`src/rtl/spi_pkg.sv`:
```
// Shared types and limits for the SPI main controller.
package spi_pkg;

  localparam int unsigned SPI_MIN_CLK_DIV = 4;
  localparam int unsigned SPI_MIN_CS_IDLE = 2;

  typedef enum logic [2:0] {
    StIdle,
    StSetup,
    StHigh,
    StLow,
    StHold,
    StGap
  } spi_main_state_t;

endpackage

```
`src/rtl/spi_phase_timer.sv`:
```
// Loadable down-counter; phase_done pulses for one cycle when a loaded count reaches zero.
module spi_phase_timer #(
  parameter int unsigned CNT_W = 3
) (
  input  logic             clk,
  input  logic             rst,
  input  logic             i_load,
  input  logic [CNT_W-1:0] i_load_val,
  output logic             o_phase_done
);

  logic [CNT_W-1:0] r_cnt;
  logic             r_run;

  always_ff @(posedge clk) begin
    if (rst) begin
      r_cnt <= '0;
      r_run <= 1'b0;
    end else if (i_load) begin
      r_cnt <= i_load_val;
      r_run <= 1'b1;
    end else if (r_run) begin
      if (r_cnt == '0) begin
        r_run <= 1'b0;
      end else begin
        r_cnt <= r_cnt - 1'b1;
      end
    end
  end

  assign o_phase_done = r_run && (r_cnt == '0);

endmodule

```
`src/rtl/spi_main.sv`:
```
// SPI mode-0 initiator, MSB first, one word per chip-select assertion.
// Define SPI_MAIN_LOOPBACK_EN to sample out_bit instead of in_bit.
module spi_main
  import spi_pkg::*;
#(
  parameter int unsigned WORD_BITS = 8,
  parameter int unsigned CLK_DIV   = 4,
  parameter int unsigned CS_IDLE   = 4
) (
  input  logic                 clk,
  input  logic                 rst,
  output logic                 sck,
  output logic                 out_bit,
  input  logic                 in_bit,
  output logic                 cs,
  input  logic [WORD_BITS-1:0] tx_data,
  input  logic                 tx_valid,
  output logic                 tx_ready,
  output logic [WORD_BITS-1:0] rx_data,
  output logic                 rx_valid
);

  localparam int unsigned TMAX = (CLK_DIV > CS_IDLE) ? CLK_DIV : CS_IDLE;
  localparam int unsigned TW   = $clog2(TMAX) + 1;
  localparam int unsigned BW   = $clog2(WORD_BITS) + 1;

  if (CLK_DIV < SPI_MIN_CLK_DIV) begin : g_bad_clk_div
    $error("spi_main: CLK_DIV below minimum");
  end
  if (CS_IDLE < SPI_MIN_CS_IDLE) begin : g_bad_cs_idle
    $error("spi_main: CS_IDLE below minimum");
  end
  if (WORD_BITS < 2) begin : g_bad_word_bits
    $error("spi_main: WORD_BITS below 2");
  end

  spi_main_state_t      r_state, w_state_d;
  logic                 w_load;
  logic [TW-1:0]        w_load_val;
  logic                 w_phase_done;
  logic                 w_sample;
  logic [WORD_BITS-1:0] r_tx_shift, r_rx_shift, r_rx_data;
  logic [BW-1:0]        r_bit_cnt;
  logic                 r_cs, r_sck, r_out_bit, r_rx_valid;

`ifdef SPI_MAIN_LOOPBACK_EN
  assign w_sample = r_out_bit;
`else
  assign w_sample = in_bit;
`endif

  spi_phase_timer #(
    .CNT_W (TW)
  ) u_timer (
    .clk          (clk),
    .rst          (rst),
    .i_load       (w_load),
    .i_load_val   (w_load_val),
    .o_phase_done (w_phase_done)
  );

  always_comb begin
    w_state_d  = r_state;
    w_load     = 1'b0;
    w_load_val = TW'(CLK_DIV - 1);
    case (r_state)
      StIdle: if (tx_valid) begin
        w_state_d = StSetup;
        w_load    = 1'b1;
      end
      StSetup, StLow: if (w_phase_done) begin
        w_state_d = StHigh;
        w_load    = 1'b1;
      end
      StHigh: if (w_phase_done) begin
        w_state_d = (r_bit_cnt == '0) ? StHold : StLow;
        w_load    = 1'b1;
      end
      StHold: if (w_phase_done) begin
        w_state_d  = StGap;
        w_load     = 1'b1;
        w_load_val = TW'(CS_IDLE - 1);
      end
      StGap: if (w_phase_done) begin
        w_state_d = StIdle;
      end
      default: w_state_d = StIdle;
    endcase
  end

  // Pin values are registered from the next state so they change on the state edge.
  always_ff @(posedge clk) begin
    if (rst) begin
      r_state    <= StIdle;
      r_cs       <= 1'b1;
      r_sck      <= 1'b0;
      r_out_bit  <= 1'b0;
      r_rx_valid <= 1'b0;
      r_rx_data  <= '0;
      r_tx_shift <= '0;
      r_rx_shift <= '0;
      r_bit_cnt  <= '0;
    end else begin
      r_state    <= w_state_d;
      r_cs       <= !(w_state_d inside {StSetup, StHigh, StLow, StHold});
      r_sck      <= (w_state_d == StHigh);
      r_rx_valid <= (r_state == StHold) && w_phase_done;
      if (r_state == StIdle && tx_valid) begin
        r_tx_shift <= tx_data;
        r_out_bit  <= tx_data[WORD_BITS-1];
        r_bit_cnt  <= BW'(WORD_BITS - 1);
      end
      if (r_state == StHigh && w_phase_done && r_bit_cnt != '0) begin
        r_tx_shift <= r_tx_shift << 1;
        r_out_bit  <= r_tx_shift[WORD_BITS-2];
        r_bit_cnt  <= r_bit_cnt - 1'b1;
      end
      // Sample in the last cycle before each rising sck edge.
      if ((r_state == StSetup || r_state == StLow) && w_phase_done) begin
        r_rx_shift <= {r_rx_shift[WORD_BITS-2:0], w_sample};
      end
      if (r_state == StHold && w_phase_done) begin
        r_rx_data <= r_rx_shift;
      end
    end
  end

  assign tx_ready = (r_state == StIdle);
  assign sck      = r_sck;
  assign cs       = r_cs;
  assign out_bit  = r_out_bit;
  assign rx_data  = r_rx_data;
  assign rx_valid = r_rx_valid;

endmodule

```
`config.mk`:
```
export PLATFORM = sky130hd
export DESIGN_NAME = spi_main
export DESIGN_NICKNAME = d
export VERILOG_FILES = /design/src/rtl/spi_pkg.sv /design/src/rtl/spi_phase_timer.sv /design/src/rtl/spi_main.sv
export SDC_FILE = /design/constraint.sdc
export NUM_CORES = 1
export LEC_CHECK = 0
export ABC_AREA = 1
export CORE_MARGIN = 4
export CORE_UTILIZATION = 57
export CTS_CLUSTER_SIZE = 30
export DETAILED_ROUTE_END_ITERATION = 8
export PLACE_DENSITY = 0.83
export RECOVER_POWER = 25
export SLEW_MARGIN = 20
export SYNTH_ARGS = -nofsm -noshare
export SYNTH_HDL_FRONTEND = slang
export SYNTH_HIERARCHICAL = 1
export SYNTH_SLANG_ARGS = --single-unit
```
`constraint.sdc`:
```
create_clock -name clk -period 3 [get_ports clk]
set_input_delay 0.3 -clock clk [delete_from_list [all_inputs] [get_ports clk]]
set_output_delay 0.3 -clock clk [all_outputs]
set_load 0.01 [all_outputs]
```
* Word-level counts from Yosys, hierarchy flattened
Index checks and enable logic that the tools add are counted. W data, S select, Z words.
Word-level totals: input port bits 12, output and inout port bits 13, register bits after elaboration 38, logic and storage cells 69
Operators by class: equality and inequality tests 10, bitwise operators 1, reduce and logical (&&, ||, !) cells 21, add/sub/neg operators 2, muxes and demuxes 22
Operators with widths (number):
- $mux W3 | 6
- $pmux W3 S5 | 1
- $mux W7 | 2
- $eq A3 B2 Y1 const B | 4
- $eq A3 B3 Y1 const B | 3
- $mux W4 | 2
- $reduce_bool A4 Y1 | 2
- $mux W1 | 7
- $eq A3 B1 Y1 const B | 2
- $logic_and A1 B1 Y1 | 6
- $logic_not A3 Y1 | 2
- $mux W2 | 3
- $reduce_or A2 Y1 | 3
- $logic_not A4 Y1 | 1
- $reduce_and A2 Y1 | 2
- $reduce_bool A2 Y1 | 2
- $reduce_or A4 Y1 | 1
- $sub A4 B1 Y4 const B | 1
- $sub A3 B1 Y3 const B | 1
- $ne A2 B1 Y1 const B | 1
- $pmux W1 S2 | 1
- $logic_not A1 Y1 | 1
- $logic_or A1 B1 Y1 | 1
- $not A1 Y1 | 1

* Depth between registers and ports, before layout
depth after elaboration 7, mapped depth 14, depth with buffers taken out 13

* Hierarchy
The synthesis kept the hierarchy.
By module, submodules not included:
- spi_main | sequential area each 680.7 um^2, area each 1486.4 um^2, cells each 191, instances 1
- spi_phase_timer | sequential area each 80.1 um^2, area each 239.0 um^2, cells each 36, instances 1

* Worst setup path after synthesis
Ideal clock, no wire load.
path kind reg2reg, start point register u_timer.r_cnt[0], end point register u_timer.r_cnt[2], cell stages (with the launch flop) 13, buffers on the path 1, setup time 0.114 ns, setup slack 1.004 ns, period minus slack after synthesis 1.996 ns, arrival 1.883 ns, required time 2.886 ns, cell sequence dfxtp_1 -> inv_1 -> ha_1 -> nand2_2 -> nor2_1 -> clkbuf_2 -> inv_1 -> o31ai_1 -> inv_1 -> nand3_1 -> nand2_1 -> nand2_1 -> a21oi_2
On the way: cells in the longest elaborated chain, start to end 5, elaborated cells between the ends (all ways) 8, classes of those cells add/sub: 1; mux: 2; bitwise: 1; reduce/logical: 4
Ends and longest elaborated chain:
- from (decl) | line spi_phase_timer.sv:12 | logic [CNT_W-1:0] r_cnt;
- from (signal assigned) | line spi_phase_timer.sv:20 | r_cnt <= i_load_val;
- from (signal assigned) | line spi_phase_timer.sv:26 | r_cnt <= r_cnt - 1'b1;
- $logic_not A3 Y1 | line spi_phase_timer.sv:31 | assign o_phase_done = r_run && (r_cnt == '0);
- $logic_and A1 B1 Y1 | line spi_phase_timer.sv:31
- net w_phase_done | line spi_main.sv:40 | logic w_phase_done;
- $mux W1 | line spi_main.sv:71, spi_main.sv:75, spi_main.sv:79
- $pmux W1 S2 | line spi_main.sv:66 | case (r_state)
- net w_load | line spi_main.sv:38 | logic w_load;
- $reduce_or A2 Y1 (no line)
The timed path passes the listed nets, and every way through them passes these cells. A chain may end at the register's enable or synchronous reset.

* Final worst setup path
Ends and elaborated chain as after synthesis.

==> flow_metrics.tcl <==
set metrics [dict create \
    clock_skew_ps 3.90 \
    fmax_mhz 408 \
    postCtsHoldBufs 0 \
    r2r_cells 11 \
    post_cts_buffers 0 \
    cts.clk_slew.worst_paths_ps 110 \
    cp.required_ps 3250 \
    worstMarginPinSlew_ps 762 \
    drt-total-wl_mm 3.06 \
    max_cap_violations 0 \
    hold_depth 2 \
    start_util_pct 61.0 \
    ys_ff_latch 38 \
    dp_slack_ps 567 \
    cts_resized 0 \
    grt_use_met2_pct 28.1 \
    dieArea_sq_um 3970 \
    htreeDepth 2 \
    final_max_slew_viol_count 0 \
    antenna_found_initial 0 \
    nets 268 \
    insertion_delay_ps 340 \
    cts_buffer_depth 2 \
    vias_per_cell 5.10 \
    grt_usage_pct 17.5 \
    powerDensity_nw_per_um2 524 \
    root_buffer "clkbuf_4" \
    peakVddDrop_v 0.000369 \
    synth_edf_count 0 \
    relSlewSlack_pct 48.8 \
    yosysMostFrequentCell "nand2_1" \
    gp_congestion 0.807 \
    core_sq_um 2830 \
    rows 19 \
    dr.pass1.iters 4 \
    synth_commonest_cells "46 x nand2_1, 38 x dfxtp_1, 34 x inv_1" \
    power.leakage_nw 0.852 \
    clock-sinks 38 \
    num_vias 1453 \
    postSynthCellCount 227 \
    yosysTopAreaCellShare_pct 44.1 \
    worstHoldPathType "register to register" \
    startpoint_type "register" \
    arrival_ps 2700 \
    antenna_cells 0 \
    netlist_area_sq_um 1730 \
    period_needed_ps 2450 \
    wl_per_cell_um 10.7 \
    grtUsageMet1_pct 21.0 \
    worstSetupPathType "register to register" \
    drt_iter0_drc 83 \
    cts_made_buffers 5 \
    drcViolationCount 0 \
    synth.avg_cell_area_sq_um 7.60 \
    ioPinCount 25 \
    grt_pass1_wl_mm 5.55 \
    final_cells 285 \
    drive_gt1_share_pct 10.2 \
    synth_ff_type "dfxtp_1" \
    ys_types 29 \
    finalSetupViolations 0 \
    finalHoldViolations 0 \
    critPathCaptureType "register" \
    io_buffers 24 \
    synth_area_leaders "dfxtp_1 44%, nand2_1 10%, inv_1 7.4%" \
    grt_pass1_vias 1345 \
    dpl.hpwl_mm 2.15 \
    rsz0062_at_grt "no" \
    tritoncts "done" \
    grt_start_max_net_pins 29 \
    finalInstanceArea_sq_um 2020 \
    fin_ws_ps 548 \
    worstPathMaxFanout 7 \
    die_x_um 63.0 \
    grt_busiest_layer "met2" \
    fill_cells 238 \
    synth_top_cell_by_area "dfxtp_1" \
    outcome "finished clean" \
    die_h_um 63.0 \
    dp_cells 277 \
    post_dp_cell_area_sq_um 1960 \
    fin_setup_tns_ps 0 \
    area_growth_pct 17.3 \
    whs_ps 446 \
    use_met3_pct 5.04 \
    fin_crit_sh_pct 81.7 \
    ant_nets 0 \
    grt_overflow_total 0 \
    ys_seq_area_share_pct 44.1 \
    async_reset_ff_share_pct 0 \
    ys.warnings.count 6 \
]
==> final cells by class <==
type                            instances  area (sq um)  area share (%)
Sequential cell                        38           761            37.6
Tap cell                               31          38.8            1.92
Multi-Input combinational cell        145           771            38.1
Timing Repair Buffer                   25           248            12.2
Clock buffer                            7          55.1            2.72
Clock inverter                          1          5.00           0.247
Inverter                               38           145            7.17
==> routing by layer <==
layer	part of all wire (%)	wire length, um
met5	0	0
met4	2.3	69
met3	3.2	99
met2	45	1390
met1	49	1500
==> power by group <==
| part | internal (mW) | total, mW | switching [mW] |
|---|---|---|---|
| registers | 0.540 | 0.564 | 0.0239 |
| clock network | 0.114 | 0.275 | 0.162 |
| logic | 0.0887 | 0.221 | 0.132 |
==> metrics by stage <==
| stage | utilization (%) | power (mW) |
|---|---|---|
| global placement | 69.4 | 0.789 |
| global route | 71.5 | 1.12 |
| floorplan | - | 0.742 |
| CTS | 71.5 | 1.07 |
| detailed placement | 69.4 | 0.797 |
| finish | 71.5 | 1.06 |
==> worst max-delay path, cell delays in order (launching register included) <==
cell,delay [ps]
dfxtp_1,330
inv_1,80
ha_1,160
nand2_2,70
nor2_1,400
inv_1,170
o31ai_1,700
inv_1,150
nand3_1,130
nand2_1,50
nand2_1,60
a21oi_2,40
==> cells by family after synthesis <==
logic type                 share of synthesized area (%)
AOI/OAI and AO/OA                                   19.5
xor gates and xnor gates                            1.02
adders and majority gates                           2.18
buffers and inverters                               11.5
DFF                                                 44.1
other                                              0.435
and+or+nand+nor                                     21.3
==> flip-flops by register name, summed over array words and instances (netlist names) <==
signal and cells:
r_bit_cnt 4, rx_valid 1, u_timer/r_cnt 3, r_rx_shift 8, u_timer/r_run 1, r_state 3
cs 1, out_bit 1, r_tx_shift 7, rx_data 8, sck 1
==> layout by cell type (no fill, tap or decap), types with 5 or more instances in the layout <==
cell,n
a21oi_1,23
a31oi_1,7
clkbuf_4,5
clkdlybuf4s50_1,12
dfxtp_1,38
dlygate4sd3_1,12
inv_1,34
nand2_1,46
nand3_1,6
nor2_1,12
o21ai_0,25
==> worst paths after layout <==
path	slack, ps	startpoint	endpoint
min reg2reg	450	rx_data[7]$_SDFFE_PP0P_	rx_data[7]$_SDFFE_PP0P_
min	450	rx_data[7]$_SDFFE_PP0P_	rx_data[7]$_SDFFE_PP0P_
max reg2reg	550	u_timer/r_cnt[0]$_SDFFE_PP0P_	u_timer/r_cnt[2]$_SDFFE_PP0P_
max	550	u_timer/r_cnt[0]$_SDFFE_PP0P_	u_timer/r_cnt[2]$_SDFFE_PP0P_
Note: power is estimated with default switching activity, not from simulation.
